$ cat config.mk
export PLATFORM = sky130hd
export DESIGN_NAME = uart_tx_ctrl
export DESIGN_NICKNAME = d
export VERILOG_FILES = /design/src/rtl/uart_tx_ctrl.sv
export SDC_FILE = /design/constraint.sdc
export NUM_CORES = 1
export LEC_CHECK = 0
export BUFFER_PORTS_ARGS = -buffer_cell sky130_fd_sc_hd__buf_2
export CORE_ASPECT_RATIO = 1.25
export CORE_MARGIN = 3
export CORE_UTILIZATION = 30
export CTS_CLUSTER_SIZE = 25
export DETAILED_ROUTE_END_ITERATION = 16
export PLACE_DENSITY = 0.45
export SYNTH_ARGS = -nofsm -noshare
export SYNTH_HDL_FRONTEND = slang
export SYNTH_SLANG_ARGS = --single-unit
$ cat constraint.sdc
create_clock -name CLK -period 2.5 [get_ports CLK]
set_input_delay 0.625 -clock CLK [delete_from_list [all_inputs] [get_ports CLK]]
set_output_delay 0.625 -clock CLK [all_outputs]
set_load 0.02 [all_outputs]
$ cat src/rtl/uart_tx_ctrl.sv
// UART transmit frame sequencer: START -> DATA -> PARITY (optional) -> STOP.
// Define UART_TX_TWO_STOP_EN to append a second stop cycle (STOP2) to every frame.
module uart_tx_ctrl #(
   parameter int WIDTH = 8
) (
   input  logic       CLK,
   input  logic       RST,
   input  logic       Data_Valid,
   input  logic       PAR_EN,
   input  logic       ser_done,
   output logic       busy,
   output logic       ser_en,
   output logic [1:0] mux_sel,
   output logic       frame_done
);

   localparam int CNT_W = (WIDTH > 1) ? $clog2(WIDTH) : 1;
   localparam logic [CNT_W-1:0] LAST_BIT = CNT_W'(WIDTH - 1);

   localparam logic [1:0] MUX_START  = 2'b00;
   localparam logic [1:0] MUX_STOP   = 2'b01;
   localparam logic [1:0] MUX_DATA   = 2'b10;
   localparam logic [1:0] MUX_PARITY = 2'b11;

   typedef enum logic [2:0] {
      S_IDLE   = 3'd0,
      S_START  = 3'd1,
      S_DATA   = 3'd2,
      S_PARITY = 3'd3,
`ifdef UART_TX_TWO_STOP_EN
      S_STOP2  = 3'd5,
`endif
      S_STOP   = 3'd4
   } state_t;

   state_t           r_state;
   state_t           w_next;
   logic [CNT_W-1:0] r_bit_cnt;
   logic [CNT_W-1:0] w_bit_cnt_next;
   logic             r_par_en_q;
   logic             w_par_en_next;

   logic             w_busy_next;
   logic             w_ser_en_next;
   logic [1:0]       w_mux_sel_next;
   logic             w_frame_done_next;

   // Serializer status is reserved; the sequence is purely cycle-counted.
   logic             w_unused_ser_done;
   assign w_unused_ser_done = ser_done;

   always_comb begin
      w_next         = r_state;
      w_bit_cnt_next = r_bit_cnt;
      w_par_en_next  = r_par_en_q;

      case (r_state)
         S_IDLE: begin
            if (Data_Valid) begin
               w_next        = S_START;
               w_par_en_next = PAR_EN;
            end
         end
         S_START: begin
            w_next         = S_DATA;
            w_bit_cnt_next = '0;
         end
         S_DATA: begin
            if (r_bit_cnt == LAST_BIT) begin
               w_bit_cnt_next = '0;
               w_next         = r_par_en_q ? S_PARITY : S_STOP;
            end else begin
               w_bit_cnt_next = r_bit_cnt + 1'b1;
            end
         end
         S_PARITY: w_next = S_STOP;
`ifdef UART_TX_TWO_STOP_EN
         S_STOP:   w_next = S_STOP2;
         S_STOP2:  w_next = S_IDLE;
`else
         S_STOP:   w_next = S_IDLE;
`endif
         default: begin
            w_next         = S_IDLE;
            w_bit_cnt_next = '0;
            w_par_en_next  = 1'b0;
         end
      endcase

      // Outputs are decoded from the next state so the registered copy lines up with it.
      w_busy_next       = 1'b1;
      w_ser_en_next     = 1'b0;
      w_mux_sel_next    = MUX_STOP;
      w_frame_done_next = 1'b0;

      case (w_next)
         S_IDLE:   w_busy_next    = 1'b0;
         S_START:  w_mux_sel_next = MUX_START;
         S_DATA: begin
            w_ser_en_next  = 1'b1;
            w_mux_sel_next = MUX_DATA;
         end
         S_PARITY: w_mux_sel_next = MUX_PARITY;
`ifdef UART_TX_TWO_STOP_EN
         S_STOP:   w_frame_done_next = 1'b0;
         S_STOP2:  w_frame_done_next = 1'b1;
`else
         S_STOP:   w_frame_done_next = 1'b1;
`endif
         default:  w_busy_next    = 1'b0;
      endcase
   end

   always_ff @(posedge CLK or negedge RST) begin
      if (!RST) begin
         r_state    <= S_IDLE;
         r_bit_cnt  <= '0;
         r_par_en_q <= 1'b0;
         busy       <= 1'b0;
         ser_en     <= 1'b0;
         mux_sel    <= MUX_STOP;
         frame_done <= 1'b0;
      end else begin
         r_state    <= w_next;
         r_bit_cnt  <= w_bit_cnt_next;
         r_par_en_q <= w_par_en_next;
         busy       <= w_busy_next;
         ser_en     <= w_ser_en_next;
         mux_sel    <= w_mux_sel_next;
         frame_done <= w_frame_done_next;
      end
   end

endmodule

Yosys cells after proc, flatten, opt, wreduce, memory -nomap -nowiden:

Index checks and enable logic that the tools add are counted.

* add/subtract/negate cells: 1
* equality and inequality tests: 10
* mux-type cells: 12
* bitwise logic cells: 1
* reduce and logical (&&, ||, !) cells: 5

Operators with widths (count)
* $eq 3x2->1 const B: 4
* $mux 3: 4
* $pmux 3 s4: 1
* $eq 3x3->1 const B: 3
* $reduce_or 4->1: 2
* $eq 3x1->1 const B: 2
* $pmux 2 s3: 1
* $pmux 3 s2: 1
* $mux 1: 4
* $add 3x1->3 const B: 1
* $logic_not 3->1: 1
* $reduce_or 3->1: 1
* $ne 2x2->1 const B: 1
* $pmux 1 s2: 1
* $reduce_and 2->1: 1
* $not 1->1: 1

* bits in registers: 12
* bits of input ports: 5
* logic and storage cells: 36

Depth between registers and ports, before layout:

Gate-level depths: netlist of run 1.

* depth in word-level cells: 6
* depth in mapped cells: 6

Worst setup path after synthesis of run 1:

No wires, ideal clock.

* path kind: register to register
* start point: register r_bit_cnt[0]
* end point: register busy
* library setup time: 0.079 ns
* arrival time: 1.290 ns
* data required time: 2.421 ns
* path slack: 1.131 ns
* stages on the path, launching flop included: 6
* buffers on the path: 0
* period minus slack after synthesis: 1.369 ns
* path through: dfrtp_1 ha_1 ha_1 a21o_1 nand3_1 mux2i_1

* word-level cells in the longest chain between the ends: 6

Ends and longest elaborated chain
* from (decl): RTL line 38 `logic [CNT_W-1:0] r_bit_cnt;`
* from (signal assigned): RTL line 125 `r_bit_cnt <= w_bit_cnt_next;`
* $eq 3x3->1 *: RTL line 69 `if (r_bit_cnt == LAST_BIT) begin`
* $mux 3 *: RTL line 69
* $pmux 3 s4 *: RTL line 57 `case (r_state)`
* $eq 3x3->1, or another cell as far along: RTL line 96 `case (w_next)`
* $reduce_or 4->1 (no source line) *
* $mux 1 *: RTL line 96
* via w_busy_next: RTL line 43 `logic w_busy_next;`
* to (signal assigned): RTL line 127 `busy <= w_busy_next;`
* to (decl): RTL line 11 `output logic busy,`

Mark *: on every way through the listed nets, which the timed path passes. The rest lies on a longest branch.
A chain may end at the register's enable or synchronous reset.

Worst setup path after layout of run 1:

* start point: register mux_sel[0]
* end point: output mux_sel[0]

RTL lines
* from (decl): RTL line 13 `output logic [1:0] mux_sel,`
* from (signal assigned): RTL line 129 `mux_sel <= w_mux_sel_next;`

No word-level cell between the ends.

==> impl_metrics.toml, run 1 <==
[outcome]
status = "completed"

[synth]
synth_commonest_cells = "dfrtp_1 (11), nand2_1 (7), nor2_1 (4), o21ai_0 (4)"
synth.most_common_cell = "dfrtp_1"
synth_seq_cells = 12
yosys.area.top_type = "dfrtp_1"
synth-edff-count = 0
synthesis.nets = 64
synth_top_area_share_pct = 46.1
syn_inst = 56
synth_area_um2 = 597
ys.flop_type = "dfrtp_1"
ys_seq_area_share_pct = 50.5
ys_async_sr_fraction_pct = 100
ys_types = 24
synth.area.top_cells = "dfrtp_1 (46%), ha_1 (6.3%), dfstp_2 (4.4%)"
avgSynthCellArea_um2 = 10.7
synth_warnings = 0

[clock_tree]
htree_levels = 1
ctsHoldBuffers = 0
root_buffer = "clkbuf_4"
ctsResizeCount = 0
cts.path.max_buffers = 2
cts_setup_buffers = 0
clock_latency_ns = 0.27
path_clk_slew_ns = 0.08
cts_sinks = 12
cts_buffers = 3
cts_tree = "yes"

[setup_path]
cp_data_required_time_ns = 1.88
path_max_fanout = 1
cp_slowest_cell = "dfstp_2"
end_kind = "primary output"
crit_buf_inv = 1
start_kind = "flop"
arrival_ns = 0.94
crit_chain = "buf_2"
cp_top_family = "flip-flops"
worst_path_largest_cell_delay_ns = 0.51
critPathKind = "reg -> out"

[die]
rows = 17
fp.dieH_um = 55.9
core_region_area_um2 = 1830
io_pins = 10
die_width_um = 45.9
initial_core_util_pct = 32.6
die_area_um2 = 2560

[timing]
rsz0062_at_grt = "no"
hold_viol_final = 0
slew_headroom_pct = 72.7
period_share_pct = 62.4
period_needed_ns = 1.56
fmax_mhz = 641
setup_tns_ns = 0
clock-skew-final_ns = 0.00583
tightest_slew_ns = 0.410
finalMaxSlewViolations = 0
setup_viol = 0

[final_layout]
diodes = 0
final_util_pct = 37.5
layout-drive-gt1-share_pct = 26.9
synthToLayoutAreaGrowth_pct = 14.9
stdcell_count = 86
design_area_um2 = 686
fin_nets = 76

[route]
vias = 413
vias_per_cell = 4.80
drtIter0Drc = 6
drcViolationCount = 0
postRouteAntennaNets = 0
avgRoutedWirePerCell_um = 11.2
dr.pass1.iters = 4
drt_wl_total_um = 960

[grt]
grt_usage_pct = 9.60
antenna_found_initial = 0
grt_max_degree = 13
grt_pass1_wl_um = 1810
grt_pass1_vias = 397
grt_overflow = 0

[placement]
port_buffers = 8
placed_cell_area_um2 = 649
place.gp.congestion = 0.671
place_hpwl_um = 735
dp_cells = 82

[pwr]
ir_drop_mv = 0.429
total_power_w = 0.000843
p_leak_nw = 0.344
power_density_nw_per_um2 = 1230

[run]
maxCapViolations = 0

[worst_hold_path]
min_path_type = "in -> async"
==> placed cells by master (no fill, tap or decap) <==
cell,instances
a21bo_1,1
nand2b_1,3
o21ai_1,1
o21ai_0,4
a21oi_2,1
nand2_1,7
clkbuf_4,3
a21oi_1,3
nor2b_2,1
nor2_1,4
nor2b_1,1
dfstp_2,1
a211oi_4,1
mux2i_1,2
nand3_1,2
o22ai_2,1
a32o_1,1
ha_1,3
nor3_1,1
and2_4,1
clkbuf_8,1
dfrtp_1,11
a21o_1,1
inv_1,3
buf_2,8
a22oi_1,1
==> power by group <==
| group | internal (W) | switching [W] |
|---|---|---|
| Combinational | 0.000160 | 0.000185 |
| Sequential | 0.000275 | 0.0000711 |
| Clock | 0.0000885 | 0.0000632 |
==> routing by layer <==
layer	routed length, µm	track usage, %	vias up
met5	0	0	-
met2	459	13.4	9
met3	49	4.85	2
met1	438	12.4	190
met4	12	3.66	0
li1	-	-	212
==> stage by stage <==
stage,hold WS [ns],worst slack [ns]
floorplan,0.329,1.13
finish,0.213,0.939
detailed placement,0.503,0.993
global route,0.214,0.843
CTS,0.214,0.920
global placement,0.490,0.976
==> registers in the layout (all words and copies together) (netlist names) <==
signal and count:
busy 1, frame_done 1, mux_sel 2, r_bit_cnt 3, r_par_en_q 1, r_state 3, ser_en 1
==> final cells by class <==
class,instances,area [µm²]
fillers,193,1140
flip-flops and latches,12,302
multi-input cells,40,273
repair buffers,8,40.0
clock buffers,4,36.3
well taps,19,23.8
inverters,3,11.3
==> kinds of logic after synthesis <==
logic type               Yosys count  share of synthesized area, %
multiplexers                       2                          3.35
adder cells (fa/ha/maj)            3                          6.29
flip-flops                        12                          50.5
AO/OA/AOI/OAI                     15                          19.5
AND/OR/NAND/NOR                   20                          16.6
buffers and inverters              4                          3.77
==> worst paths after layout <==
path,start,endpoint,slack [ns],cells after the start
hold reg to reg,r_bit_cnt[1],r_bit_cnt[1],0.52,2
setup / recovery,mux_sel[0],mux_sel[0],0.94,1
hold / removal,RST,r_par_en_q,0.21,1
min in group CLK,r_bit_cnt[1],r_bit_cnt[1],0.52,2
setup reg to reg,r_bit_cnt[0],busy,1.00,6
max in group asynchronous,RST,mux_sel[0],2.02,1
(Power assumes the default switching activity.)
==> inputs of run 2 (changes only) <==
- ABC_AREA: not set -> 1
- PLACE_DENSITY: 0.45 -> 0.47
- clock period: 2.5 -> 1.3 ns (I/O delays scaled with it)
==> run 2 against run 1 <==
Compared with the run above:
- setup slack lost 0.91 ns
- sequential cell count stayed put
- via count is 12% higher
- utilization up 7.4 points
==> impl_metrics.toml, run 2 <==
[timing]
slew_headroom_pct = 74.0
tightest_slew_ns = 0.386
hold_viol_final = 0
setup_tns_ns = 0
rsz0062_at_grt = "yes"
clock-skew-final_ns = 0.00152
hold_ws_ns = 0.289
period_share_pct = 97.5
setup_viol = 0
fmax_mhz = 789
finalMaxSlewViolations = 0
period_needed_ns = 1.27

[placement]
place_hpwl_um = 741
place.gp.congestion = 0.744
port_buffers = 8

[setup_path]
reg2reg_from = "r_bit_cnt[0]"
cp_top_family = "flip-flops"
path_max_fanout = 2
cp_slowest_cell = "dfrtp_1"
crit_chain = "ha_4 > ha_4 > nand2_2 > nand2_2 > nand2_2 > inv_2 > nand3_2 > nand3_2"
timing.rr.end = "busy"
ff2ff_setup_slack_ns = 0.03
rr_worst_depth = 8
start_kind = "flop"
worst_path_largest_cell_delay_ns = 0.42
critPathKind = "reg -> reg"
cp_data_required_time_ns = 1.46
crit_buf_inv = 1
cpMostUsedCell = "nand2_2"
arrival_ns = 1.43
end_kind = "flop"

[synth]
synth_area_um2 = 594
ys.flop_type = "dfrtp_1"
yosys.area.top_type = "dfrtp_1"
synth.area.top_cells = "dfrtp_1 (46%), nand2_1 (11%), nand3_2 (6.7%)"
synth-edff-count = 0
synth.most_common_cell = "nand2_1"
synthesis.nets = 72
ys_types = 18
syn_inst = 64
synth_warnings = 0
synth_commonest_cells = "nand2_1 (17), dfrtp_1 (11), inv_1 (6)"
synth_seq_cells = 12
ys_seq_area_share_pct = 50.7
synth_top_area_share_pct = 46.3
ys_async_sr_fraction_pct = 100
avgSynthCellArea_um2 = 9.29

[worst_hold_path]
min_path_cells = 3
min_from = "PAR_EN"
hold-path-endpoint = "r_par_en_q"
min_path_type = "in -> reg"

[route]
drt_wl_total_um = 1070
avgRoutedWirePerCell_um = 10.6
postRouteAntennaNets = 0
drtIter0Drc = 6
vias = 462
drcViolationCount = 0
vias_per_cell = 4.57
dr.pass1.iters = 4

[die]
core_region_area_um2 = 1830
die_area_um2 = 2550
initial_core_util_pct = 32.5
io_pins = 10
rows = 17
die_width_um = 45.8
fp.dieH_um = 55.8

[grt]
grt_usage_pct = 9.34
grt_overflow = 0
grt_pass1_wl_um = 1620
grt_pass1_vias = 382
grt_max_degree = 13
antenna_found_initial = 0

[pwr]
ir_drop_mv = 0.613
clkPwrFrac_pct = 17.2
switching_share_pct = 40.7
combinationalPowerShare_pct = 44.6
power_density_nw_per_um2 = 2090
p_leak_nw = 0.437
p_seq_share_pct = 38.2
p_sw_w = 0.000697
p_int_w = 0.00102

[run]
maxCapViolations = 0

[final_layout]
fillCellCount = 189
mostFrequentLayoutCells = "dfrtp_1 (11), nand2_1 (10), nand2_2 (9), buf_2 (7), buf_4 (7)"
layout_commonest_cell = "dfrtp_1"
synthToLayoutAreaGrowth_pct = 38.1
layout-drive-gt1-share_pct = 57.3
reg_top3 = "r_bit_cnt (3), r_state (3), mux_sel (2)"
diodes = 0
fin_nets = 91

[clock_tree]
cts.path.max_buffers = 2
path_clk_slew_ns = 0.07
root_buffer = "clkbuf_4"
clock_latency_ns = 0.27
htree_levels = 1
cts_tree = "yes"
cts_sinks = 12
cts_buffers = 3

[outcome]
status = "completed"
run 2: cell types whose count changed in the layout (fill, tap and decap cells not counted), moves of 4 or more:
cell and delta:
nand2_2 +9, buf_4 +7, inv_2 +6, nand3_2 +6
nor2_1 -4
run 2: kinds of logic (layout without fill, tap and decap cells):
kind of cell               after synthesis  after routing  synth area share (%)
AOI/OAI and AO/OA                        5              5                  5.48
adders and majority gates                3              3                  6.32
buffers and inverters                   12             30                  8.84
DFF                                     12             12                  50.7
and+or+nand+nor                         32             32                  28.6
run 2: power groups by stage:
stage                     combinational, W  sequential, W  clock (W)
after global placement            0.000613       0.000641          0
after detailed placement          0.000616       0.000633          0
after global routing              0.000859       0.000675   0.000325
final                             0.000765       0.000654   0.000295
after CTS                         0.000624       0.000632   0.000306
after floorplan                   0.000400       0.000694          0
run 2: final cells by class:
| cell class | count | area (µm²) | area share, % |
|---|---|---|---|
| multi-input combinational | 40 | 320 | 39.0 |
| tap | 19 | 23.8 | 2.90 |
| clock buffer | 4 | 36.3 | 4.42 |
| timing repair buffer | 15 | 97.6 | 11.9 |
| inverter | 11 | 41.3 | 5.03 |
| sequential | 12 | 302 | 36.7 |
run 2: routing by layer:
layer	share of wire (%)	wire, µm	track usage [%]	up-vias
met4	3.7	40	7.32	0
met2	47	506	12.6	12
li1	-	-	-	238
met3	6.2	66	4.21	5
met5	0	0	0	-
met1	43	458	11.0	207
run 2: how the worst max path moves through the flow:
stage,to,cells past startpoint,from
5_1_grt,busy,8,r_bit_cnt[0]
6_report,busy,8,r_bit_cnt[0]
3_5_place_dp,busy,8,r_bit_cnt[0]
3_3_place_gp,busy,8,r_bit_cnt[0]
2_1_floorplan,busy,8,r_bit_cnt[0]
4_1_cts,busy,8,r_bit_cnt[1]
run 2: worst reg2reg max path: stages (launching register included):
cell and delay (ns):
dfrtp_1 0.42, ha_4 0.20, ha_4 0.16, nand2_2 0.06, nand2_2 0.05, nand2_2 0.10
inv_2 0.05, nand3_2 0.08, nand3_2 0.06
run 2: per-stage QoR:
stage          utilization [%]  area (µm²)  setup slack [ns]  total power (W)  cells
4_1_cts                   40.1         733          0.000763          0.00156     99
3_3_place_gp              37.0         677           -0.0832          0.00125     94
3_5_place_dp              37.0         677           -0.0558          0.00125     94
6_report                  44.9         821            0.0324          0.00171    101
5_1_grt                   44.9         821           -0.0383          0.00186    101
2_1_floorplan                -         594            0.0367          0.00109     64
run 2: repair_timing:
item                                    in CTS  in global routing
pin swaps                                    2                  7
resized for setup                            3                 17
hold buffers                                 1                  0
setup buffers                                0                  2
hold endpoints to repair                    11                  0
endpoints found under the setup margin       6                  9
